--- src/rtl/uart_rx_if.sv ---
// UART receiver result bundle.
// Carries the received word, status flags and idle state.
interface uart_rx_if;
  logic [7:0] data_rx_o;
  logic       rx_done_o;
  logic       parity_error_o;
  logic       frame_error_o;
  logic       config_req_o;
  logic       rx_idle_o;

  modport master (
    output data_rx_o,
    output rx_done_o,
    output parity_error_o,
    output frame_error_o,
    output config_req_o,
    output rx_idle_o
  );

  modport slave (
    input data_rx_o,
    input rx_done_o,
    input parity_error_o,
    input frame_error_o,
    input config_req_o,
    input rx_idle_o
  );
endinterface

--- src/rtl/uart_rx_unit.sv ---
// UART serial receiver with 16x oversampling.
// Detects a long low line as a configuration request.
module uart_rx_unit #(
  parameter int unsigned CFG_REQ_COUNT = 500_000
) (
  input  logic       clk_i,
  input  logic       rst_n_i,
  input  logic       ov_baud_rt_i,
  input  logic       rx_i,
  input  logic       rx_enable_i,
  input  logic [1:0] data_width_i,
  input  logic [1:0] parity_mode_i,
  input  logic [1:0] stop_bits_i,
  uart_rx_if.master  rx_if
);

  localparam int unsigned CW =
    $clog2(CFG_REQ_COUNT + 1);
  localparam logic [CW-1:0] LOW_LAST =
    CW'(CFG_REQ_COUNT - 1);

  localparam logic [1:0] PM_ODD  = 2'd1;
  localparam logic [1:0] SB_2BIT = 2'd1;

  typedef enum logic [2:0] {
    RX_IDLE,
    RX_START,
    RX_SAMPLE,
    RX_PARITY,
    RX_DONE,
    RX_CONFIG_REQ
  } receiver_fsm_e;

  receiver_fsm_e state_q, state_d;

  logic          rx_meta_q, rx_meta_d;
  logic          rx_sync_q, rx_sync_d;
  logic [3:0]    tick_cnt_q, tick_cnt_d;
  logic [2:0]    bit_cnt_q, bit_cnt_d;
  logic          stop_idx_q, stop_idx_d;
  logic [7:0]    shift_q, shift_d;
  logic [1:0]    dw_q, dw_d;
  logic [1:0]    pm_q, pm_d;
  logic [1:0]    sb_q, sb_d;
  logic          par_err_q, par_err_d;
  logic          frm_err_q, frm_err_d;
  logic [CW-1:0] low_cnt_q, low_cnt_d;
  logic [7:0]    data_rx_q, data_rx_d;
  logic          rx_done_q, rx_done_d;
  logic          parity_error_q, parity_error_d;
  logic          frame_error_q, frame_error_d;
  logic          config_req_q, config_req_d;

  logic       rx_s;
  logic       mid_tick;
  logic       end_tick;
  logic       par_en;
  logic       two_stop;
  logic       last_bit;
  logic       final_stop;
  logic       cfg_hit;
  logic       par_calc;
  logic [2:0] align;
  logic [7:0] word;

  assign rx_s     = rx_sync_q;
  assign mid_tick = ov_baud_rt_i
                 && (tick_cnt_q == 4'd7);
  assign end_tick = ov_baud_rt_i
                 && (tick_cnt_q == 4'd15);
  assign par_en   = !pm_q[1];
  assign two_stop = (sb_q == SB_2BIT);
  assign last_bit =
    (bit_cnt_q == (3'd4 + {1'b0, dw_q}));
  assign final_stop = (state_q == RX_DONE)
                   && end_tick
                   && (stop_idx_q || !two_stop);
  assign cfg_hit = rx_enable_i && !rx_s
                && (state_q != RX_CONFIG_REQ)
                && (low_cnt_q == LOW_LAST);
  assign par_calc = (^shift_q) ^ rx_s;
  assign align    = 3'd3 - {1'b0, dw_q};
  assign word     = shift_q >> align;

  // State register.
  always_ff @(posedge clk_i or negedge rst_n_i) begin
    if (!rst_n_i) begin
      state_q <= RX_IDLE;
    end else begin
      state_q <= state_d;
    end
  end

  // Next-state: frame sequencing, aborts win last.
  always_comb begin
    state_d = state_q;
    unique case (state_q)
      RX_IDLE: begin
        if (rx_enable_i && !rx_s) begin
          state_d = RX_START;
        end
      end
      RX_START: begin
        if (mid_tick) begin
          state_d = rx_s ? RX_IDLE : RX_SAMPLE;
        end
      end
      RX_SAMPLE: begin
        if (end_tick && last_bit) begin
          state_d = par_en ? RX_PARITY : RX_DONE;
        end
      end
      RX_PARITY: begin
        if (end_tick) begin
          state_d = RX_DONE;
        end
      end
      RX_DONE: begin
        if (final_stop) begin
          state_d = RX_IDLE;
        end
      end
      RX_CONFIG_REQ: begin
        if (rx_s) begin
          state_d = RX_IDLE;
        end
      end
      default: state_d = RX_IDLE;
    endcase
    if (!rx_enable_i) begin
      state_d = RX_IDLE;
    end
    if (cfg_hit) begin
      state_d = RX_CONFIG_REQ;
    end
  end

  // Datapath and output updates per state.
  always_comb begin
    rx_meta_d      = rx_i;
    rx_sync_d      = rx_meta_q;
    tick_cnt_d     = ov_baud_rt_i
                   ? tick_cnt_q + 4'd1
                   : tick_cnt_q;
    bit_cnt_d      = bit_cnt_q;
    stop_idx_d     = stop_idx_q;
    shift_d        = shift_q;
    dw_d           = dw_q;
    pm_d           = pm_q;
    sb_d           = sb_q;
    par_err_d      = par_err_q;
    frm_err_d      = frm_err_q;
    data_rx_d      = data_rx_q;
    rx_done_d      = 1'b0;
    parity_error_d = parity_error_q;
    frame_error_d  = frame_error_q;
    config_req_d   = cfg_hit;

    unique case (state_q)
      RX_IDLE: begin
        tick_cnt_d = 4'd0;
        if (rx_enable_i && !rx_s) begin
          dw_d       = data_width_i;
          pm_d       = parity_mode_i;
          sb_d       = stop_bits_i;
          shift_d    = 8'd0;
          par_err_d  = 1'b0;
          frm_err_d  = 1'b0;
          stop_idx_d = 1'b0;
        end
      end
      RX_START: begin
        if (mid_tick) begin
          tick_cnt_d = 4'd0;
          bit_cnt_d  = 3'd0;
        end
      end
      RX_SAMPLE: begin
        if (end_tick) begin
          shift_d   = {rx_s, shift_q[7:1]};
          bit_cnt_d = bit_cnt_q + 3'd1;
        end
      end
      RX_PARITY: begin
        if (end_tick) begin
          par_err_d = (pm_q == PM_ODD)
                    ? !par_calc : par_calc;
        end
      end
      RX_DONE: begin
        if (end_tick) begin
          stop_idx_d = 1'b1;
          frm_err_d  = frm_err_q | !rx_s;
        end
      end
      RX_CONFIG_REQ: begin
        tick_cnt_d = 4'd0;
      end
      default: tick_cnt_d = 4'd0;
    endcase

    if (final_stop && rx_enable_i && !cfg_hit) begin
      rx_done_d      = 1'b1;
      data_rx_d      = word;
      parity_error_d = par_err_q;
      frame_error_d  = frm_err_q | !rx_s;
    end

    if (!rx_enable_i || rx_s
        || (state_q == RX_CONFIG_REQ)) begin
      low_cnt_d = '0;
    end else if (low_cnt_q != LOW_LAST) begin
      low_cnt_d = low_cnt_q + 1'b1;
    end else begin
      low_cnt_d = low_cnt_q;
    end
  end

  // Datapath registers; line synchronizer presets high.
  always_ff @(posedge clk_i or negedge rst_n_i) begin
    if (!rst_n_i) begin
      rx_meta_q      <= 1'b1;
      rx_sync_q      <= 1'b1;
      tick_cnt_q     <= 4'd0;
      bit_cnt_q      <= 3'd0;
      stop_idx_q     <= 1'b0;
      shift_q        <= 8'd0;
      dw_q           <= 2'd0;
      pm_q           <= 2'd0;
      sb_q           <= 2'd0;
      par_err_q      <= 1'b0;
      frm_err_q      <= 1'b0;
      low_cnt_q      <= '0;
      data_rx_q      <= 8'd0;
      rx_done_q      <= 1'b0;
      parity_error_q <= 1'b0;
      frame_error_q  <= 1'b0;
      config_req_q   <= 1'b0;
    end else begin
      rx_meta_q      <= rx_meta_d;
      rx_sync_q      <= rx_sync_d;
      tick_cnt_q     <= tick_cnt_d;
      bit_cnt_q      <= bit_cnt_d;
      stop_idx_q     <= stop_idx_d;
      shift_q        <= shift_d;
      dw_q           <= dw_d;
      pm_q           <= pm_d;
      sb_q           <= sb_d;
      par_err_q      <= par_err_d;
      frm_err_q      <= frm_err_d;
      low_cnt_q      <= low_cnt_d;
      data_rx_q      <= data_rx_d;
      rx_done_q      <= rx_done_d;
      parity_error_q <= parity_error_d;
      frame_error_q  <= frame_error_d;
      config_req_q   <= config_req_d;
    end
  end

  assign rx_if.data_rx_o      = data_rx_q;
  assign rx_if.rx_done_o      = rx_done_q;
  assign rx_if.parity_error_o = parity_error_q;
  assign rx_if.frame_error_o  = frame_error_q;
  assign rx_if.config_req_o   = config_req_q;
  assign rx_if.rx_idle_o      = (state_q == RX_IDLE);

endmodule

--- src/flat_wrapper.sv ---
// flat-port wrapper written by rule: the top's interface ports become plain ports
module uart_rx_unit_flat 
#(
  parameter int unsigned CFG_REQ_COUNT = 500_000
)
  (clk_i, rst_n_i, ov_baud_rt_i, rx_i, rx_enable_i, data_width_i, parity_mode_i, stop_bits_i, rx_if_data_rx_o, rx_if_rx_done_o, rx_if_parity_error_o, rx_if_frame_error_o, rx_if_config_req_o, rx_if_rx_idle_o);
  uart_rx_if rx_if_i ();
  input  logic clk_i;
  input  logic rst_n_i;
  input  logic ov_baud_rt_i;
  input  logic rx_i;
  input  logic rx_enable_i;
  input  logic [1:0] data_width_i;
  input  logic [1:0] parity_mode_i;
  input  logic [1:0] stop_bits_i;
  output wire logic [$bits(rx_if_i.data_rx_o)-1:0] rx_if_data_rx_o;
  output wire logic [$bits(rx_if_i.rx_done_o)-1:0] rx_if_rx_done_o;
  output wire logic [$bits(rx_if_i.parity_error_o)-1:0] rx_if_parity_error_o;
  output wire logic [$bits(rx_if_i.frame_error_o)-1:0] rx_if_frame_error_o;
  output wire logic [$bits(rx_if_i.config_req_o)-1:0] rx_if_config_req_o;
  output wire logic [$bits(rx_if_i.rx_idle_o)-1:0] rx_if_rx_idle_o;
  assign rx_if_data_rx_o = rx_if_i.data_rx_o;
  assign rx_if_rx_done_o = rx_if_i.rx_done_o;
  assign rx_if_parity_error_o = rx_if_i.parity_error_o;
  assign rx_if_frame_error_o = rx_if_i.frame_error_o;
  assign rx_if_config_req_o = rx_if_i.config_req_o;
  assign rx_if_rx_idle_o = rx_if_i.rx_idle_o;
  uart_rx_unit #(.CFG_REQ_COUNT(CFG_REQ_COUNT)) u_core (.clk_i(clk_i), .rst_n_i(rst_n_i), .ov_baud_rt_i(ov_baud_rt_i), .rx_i(rx_i), .rx_enable_i(rx_enable_i), .data_width_i(data_width_i), .parity_mode_i(parity_mode_i), .stop_bits_i(stop_bits_i), .rx_if(rx_if_i));
endmodule
--- config.mk ---
export PLATFORM = sky130hd
export DESIGN_NAME = uart_rx_unit_flat
export DESIGN_NICKNAME = d
export VERILOG_FILES = /design/src/rtl/uart_rx_if.sv /design/src/rtl/uart_rx_unit.sv /design/src/flat_wrapper.sv
export SDC_FILE = /design/constraint.sdc
export NUM_CORES = 1
export LEC_CHECK = 0
export ABC_AREA = 1
export BUFFER_PORTS_ARGS = -buffer_cell sky130_fd_sc_hd__buf_4
export CAP_MARGIN = 20
export CORE_MARGIN = 1.5
export CORE_UTILIZATION = 54
export DETAILED_ROUTE_END_ITERATION = 16
export PLACE_DENSITY = 0.76
export SLEW_MARGIN = 20
export SYNTH_ARGS = -nofsm -noshare
export SYNTH_HDL_FRONTEND = slang
export SYNTH_SLANG_ARGS = --single-unit
--- constraint.sdc ---
create_clock -name clk_i -period 1.4 [get_ports clk_i]
set_input_delay 0.21 -clock clk_i [delete_from_list [all_inputs] [get_ports clk_i]]
set_output_delay 0.21 -clock clk_i [all_outputs]
set_load 0.01 [all_outputs]
# == After elaboration in Yosys (flattened, before gate mapping) ==
# Index checks and enable logic that the tools add are counted.
# totals
elab_cells,113
ff_bits,60
# op_classes
n_reduce_logical,32
mux,31
shift,1
add_sub_neg,5
bitwise_logic,2
n_eq_ne,24
# ops
op,n
19-bit 2-to-1 mux,2
3-bit 2-to-1 mux,11
4-bit by 2-bit inequality test with 1-bit output (second input constant),6
19-bit by 1-bit adder with 19-bit output (second input constant),1
19-bit == test (second input constant),1
19-bit inequality test (second input constant),1
3-bit case mux with 6 select lines,1
8-bit 2-to-1 mux,2
8-bit case mux with 2 select lines,1
3-bit AND reduction,4
1-bit logical AND,10
2-bit by 1-bit inequality test with 1-bit output (second input constant),5
2-bit nonzero test,5
4-bit 2-to-1 mux,2
4-bit case mux with 2 select lines,1
8-bit XOR reduction,1
8-bit by 3-bit >> shifter with 8-bit output,1
3-bit by 2-bit == test with 1-bit output (second input constant),2
3-bit == test (second input constant),2
1-bit 2-to-1 mux,6
1-bit case mux with 2 select lines,3
3-bit case mux with 2 select lines,1
6-bit AND reduction,1
1-bit zero test,5
other kinds (17),20

# == Depth between registers and ports, before layout ==
# logic_depth
ltp_word,8
ltp_mapped,11
mapped_depth_nobuf,11

# == Worst setup path before layout ==
# OpenSTA, ideal clock, no wires.
# synth_path
path_type,reg-to-reg
start,register u_core.state_q[2]
end,register u_core.shift_q[4]
arrival_time_ns,1.363
stages_incl_launch_ff,6
synth_period_minus_slack_ns,1.489
path_slack_ns,-0.089
cell_sequence,dfrtp_1 > nor3_2 > nand2_2 > a21boi_4 > buf_6 > o21ai_0
# synth_between
elab_chain_cells,3
word_cells_on_any_way,7
# synth_rtl
item,line_no,text
start: declaration,uart_rx_unit.sv:34,"receiver_fsm_e state_q, state_d;"
start signal: assignment,uart_rx_unit.sv:90,state_q <= state_d;
3-bit zero test (*),--,
via rx_if_rx_idle_o,flat_wrapper.sv:21,output wire logic [$bits(rx_if_i.rx_idle_o)-1:0] rx_if_rx_idle_o;
2-bit by 1-bit inequality test with 1-bit output (no line) / 2-bit nonzero test (equally long branches),--,
3-bit AND reduction (no line),--,
end signal: assignment,uart_rx_unit.sv:245,shift_q <= shift_d;
end: declaration,uart_rx_unit.sv:41,"logic [7:0] shift_q, shift_d;"
# Mark *: on every way through the listed nets, which the timed path passes. The rest lies on a longest branch.
# A chain may end at the register's enable or synchronous reset.

# == Worst setup path in the final report ==
# layout_path
start,register u_core.low_cnt_q[12]
end,register u_core.data_rx_q[4] (netlist: u_core.rx_if.data_rx_o[4])
# layout_between
elab_chain_cells,4
# layout_rtl
item,line_no,text
start: declaration,uart_rx_unit.sv:47,"logic [CW-1:0] low_cnt_q, low_cnt_d;"
start signal: assignment,uart_rx_unit.sv:251,low_cnt_q <= low_cnt_d;
19-bit == test,uart_rx_unit.sv:80,&& (low_cnt_q == LOW_LAST);
1-bit logical AND,uart_rx_unit.sv:80,
1-bit zero test,uart_rx_unit.sv:202,if (final_stop && rx_enable_i && !cfg_hit) begin
1-bit logical AND,uart_rx_unit.sv:202,
end signal: assignment,uart_rx_unit.sv:252,data_rx_q <= data_rx_d;
end: declaration,uart_rx_unit.sv:48,"logic [7:0] data_rx_q, data_rx_d;"
# No other way between the ends.

==> flow_metrics.py <==
metrics = {
    "outcome": {
        "status": "finished with violations",
        "violations": "negative setup slack",
    },
    "timing": {
        "slew_viol_final": 0,
        "max_freq_mhz": 580,
        "fin_crit_ns": 1.73,
        "finClkSkew_ns": 0.0121,
        "rsz0062_at_grt": "yes",
        "finalSetupViolCount": 48,
        "fin_crit_sh_pct": 123,
        "slew_headroom_pct": 73.3,
        "holdWs_ns": 0.0568,
        "tightest_slew_ns": 0.397,
        "finalWorstSetupSlack_ns": -0.325,
        "finalHoldViolations": 0,
    },
    "yosys": {
        "syn_area_um2": 3290,
        "avgSynthCellArea_um2": 7.68,
        "synth-seq-area-share_pct": 45.8,
        "synth-seq-cells": 60,
        "synth.distinct_cells": 37,
        "synth.most_common_cell": "nand2_1",
        "yosys-top-cells-area": "dfrtp_1 44%, nand2_1 12%, inv_1 5.9%",
        "synth_edf_count": 0,
        "syn-instance-count": 428,
        "synth_ff_type": "dfrtp_1",
        "synth_top_area_cell": "dfrtp_1",
        "synth_common_cells": "105 x nand2_1, 58 x dfrtp_1, 52 x inv_1",
        "async_flop_share_pct": 100,
        "synth_nets": 442,
        "yosys_warnings": 0,
        "yosysTopAreaCellShare_pct": 44.2,
    },
    "critical_path": {
        "cpPeakStageDelay_ns": 0.45,
        "path_class": "flop to flop",
        "cp.buffers_inverters": 1,
        "start_kind": "flop",
        "cp_cell_sequence": "nor2_2 > nand3_1 > nor2_1 > nand4_1 > nand2_4 > inv_4 > nand2_1 > nand2_1",
        "cp_max_fo": 8,
        "worst_setup_path_end_kind": "flop",
        "crit_required_ns": 1.64,
        "cp_top_family": "simple AND/OR/NAND/NOR gates",
        "crit_path_top_delay_cell": "dfrtp_1",
        "reg2reg_slack_ns": -0.33,
        "worst_ep_arrival_time_ns": 1.97,
        "cpMostUsedCell": "nand2_1",
    },
    "cells_and_area": {
        "n_antenna_cell": 0,
        "regArea_um2": 1510,
        "drive_above_1_share_pct": 42.4,
        "fill_cells": 328,
        "multi_input_area_um2": 1890,
        "area_delta_synth_final_pct": 48.9,
        "final_nets": 559,
        "stdcell_count": 625,
    },
    "clock_tree": {
        "clk_latency_ns": 0.36,
        "cts_buffers": 9,
        "ctsLongestPathBuffers": 2,
        "cts_root_buf": "clkbuf_8",
        "htree_levels": 3,
        "clk_pin_slew_ns": 0.08,
        "cts_tree": "done",
        "cts_sinks": 60,
    },
    "die": {
        "dieArea_um2": 6560,
        "die_y_um": 81.0,
        "io_pins": 24,
        "core_area_um2": 5890,
        "initial_core_util_pct": 55.8,
        "die_width_um": 81.0,
        "row_count": 28,
    },
    "hold_path": {
        "worstHoldPathType": "input pin to flop",
    },
    "drt": {
        "antenna_left": 0,
        "drt_iter0_markers": 353,
        "finalWirelength_um": 10500,
        "drt-pass1-iter-count": 6,
        "drt-vias-per-instance": 5.78,
        "routedWlPerCell_um": 16.9,
        "vias": 3612,
        "drcViolationCount": 0,
    },
    "job": {
        "drv_cap": 0,
    },
    "pwr": {
        "p_per_area_nw_per_um2": 1260,
        "ir_worst_vdd_uv": 1140,
        "p_leak_nw": 2.37,
    },
    "grt": {
        "grt_pass1_vias": 3375,
        "grt_pass1_wl_um": 15400,
        "grt_max_degree": 35,
        "gr-usage-all-layers_pct": 31.5,
        "antenna_found_initial": 0,
        "grt-ovfl-total": 0,
    },
    "place": {
        "port_buffers": 23,
        "gp_congestion": 0.842,
        "place_ws_ns": -0.175,
        "place_inst": 586,
        "dp_hpwl_um": 5830,
    },
}
==> state kept, by name (all words and copies together) (netlist names), 2 cells and up <==
register / flops
u_core.bit_cnt_q: 3
u_core.dw_q: 2
u_core.low_cnt_q: 19
u_core.pm_q: 2
u_core.rx_if.data_rx_o: 8
u_core.sb_q: 2
u_core.shift_q: 8
u_core.state_q: 3
u_core.tick_cnt_q: 4
==> cell families after synthesis <==
group / Yosys count / share of synthesized area (%)
AO/OA/AOI/OAI: 68 / 11.6
XOR/XNOR: 11 / 2.93
buffers and inverters: 68 / 8.64
flip-flops: 60 / 45.8
adder cells (fa/ha/maj): 3 / 1.14
multiplexers: 1 / 0.305
AND/OR/NAND/NOR: 217 / 29.6
==> final cells by class <==
cell class	instances	area share, %
clock buffer	10	2.61
sequential	60	30.8
inverter	58	4.66
clock inverter	6	1.82
multi-input combinational	300	38.6
tap	75	1.92
timing repair buffer	116	19.6
==> cells in the final DEF, fill, tap and decap left out, types with 5 or more instances in the layout <==
| cell type | count |
|---|---|
| a21oi_1 | 14 |
| nand3_2 | 10 |
| nand2_1 | 85 |
| nand4_1 | 10 |
| clkbuf_8 | 9 |
| xor2_1 | 8 |
| nand3_1 | 24 |
| o21ai_1 | 16 |
| nor3_4 | 5 |
| o21ai_2 | 6 |
| dfrtp_1 | 55 |
| nor2_4 | 8 |
| o21ai_0 | 19 |
| nor2_2 | 8 |
| buf_4 | 94 |
| inv_2 | 13 |
| nor2_1 | 28 |
| buf_6 | 19 |
| nor3_2 | 5 |
| inv_1 | 41 |
| nand2_2 | 19 |
==> final timing paths <==
kind / end / cells after the start / from
setup / recovery: u_core.rx_if.data_rx_o[4]$_DFFE_PN0P_ / 8 / u_core.low_cnt_q[12]$_DFFE_PN0N_
hold / removal: u_core.pm_q[0]$_DFFE_PN0P_ / 3 / parity_mode_i[0]
setup reg to reg: u_core.rx_if.data_rx_o[4]$_DFFE_PN0P_ / 8 / u_core.low_cnt_q[12]$_DFFE_PN0N_
hold reg to reg: u_core.rx_s$_DFF_PN1_ / 0 / u_core.rx_meta_q$_DFF_PN1_
max in group asynchronous: u_core.low_cnt_q[2]$_DFFE_PN0N_ / 3 / rst_n_i
min in group asynchronous: u_core.low_cnt_q[10]$_DFFE_PN0N_ / 2 / rst_n_i
==> per-stage QoR <==
stage / util [%] / total power, mW / area [µm²] / TNS (ns)
floorplan: - / 3.18 / 3340 / -0.106
global placement: 69.4 / 3.84 / 4090 / -1.47
detailed placement: 69.4 / 3.89 / 4090 / -2.49
CTS: 79.4 / 6.01 / 4670 / -2.41
global route: 83.1 / 6.44 / 4890 / -10.77
finish: 83.1 / 6.16 / 4890 / -7.13
==> tightest hold or removal path, delay by kind of cell <==
kind,cells,cell delay (ns)
buf+inv,1,0.07
simple gates,2,0.09
==> repair_timing <==
| item | in CTS | in global routing |
|---|---|---|
| endpoints found under the setup margin | 38 | 54 |
| endpoints found under the hold margin | 25 | 0 |
| resized for setup | 63 | 71 |
| pin swaps | 19 | 30 |
| hold buffers | 2 | 0 |
| setup buffers | 15 | 10 |
| cloned | 1 | 0 |
==> routing by layer <==
metal | vias to the layer above | wire length, µm | track usage, %
met4 | 0 | 491 | 18.3
met3 | 60 | 731 | 7.08
li1 | 1633 | - | -
met2 | 208 | 5150 | 51.6
met5 | - | 0 | 0
met1 | 1711 | 4170 | 38.2
==> report_power, final <==
| part | internal (mW) | switching [mW] | total, mW | leakage, nW |
|---|---|---|---|---|
| combinational | 1.02 | 1.32 | 2.34 | 1.46 |
| sequential | 1.90 | 0.143 | 2.04 | 0.813 |
| clock | 1.00 | 0.781 | 1.78 | 0.102 |
No activity file was read; power rests on OpenSTA's default activity.
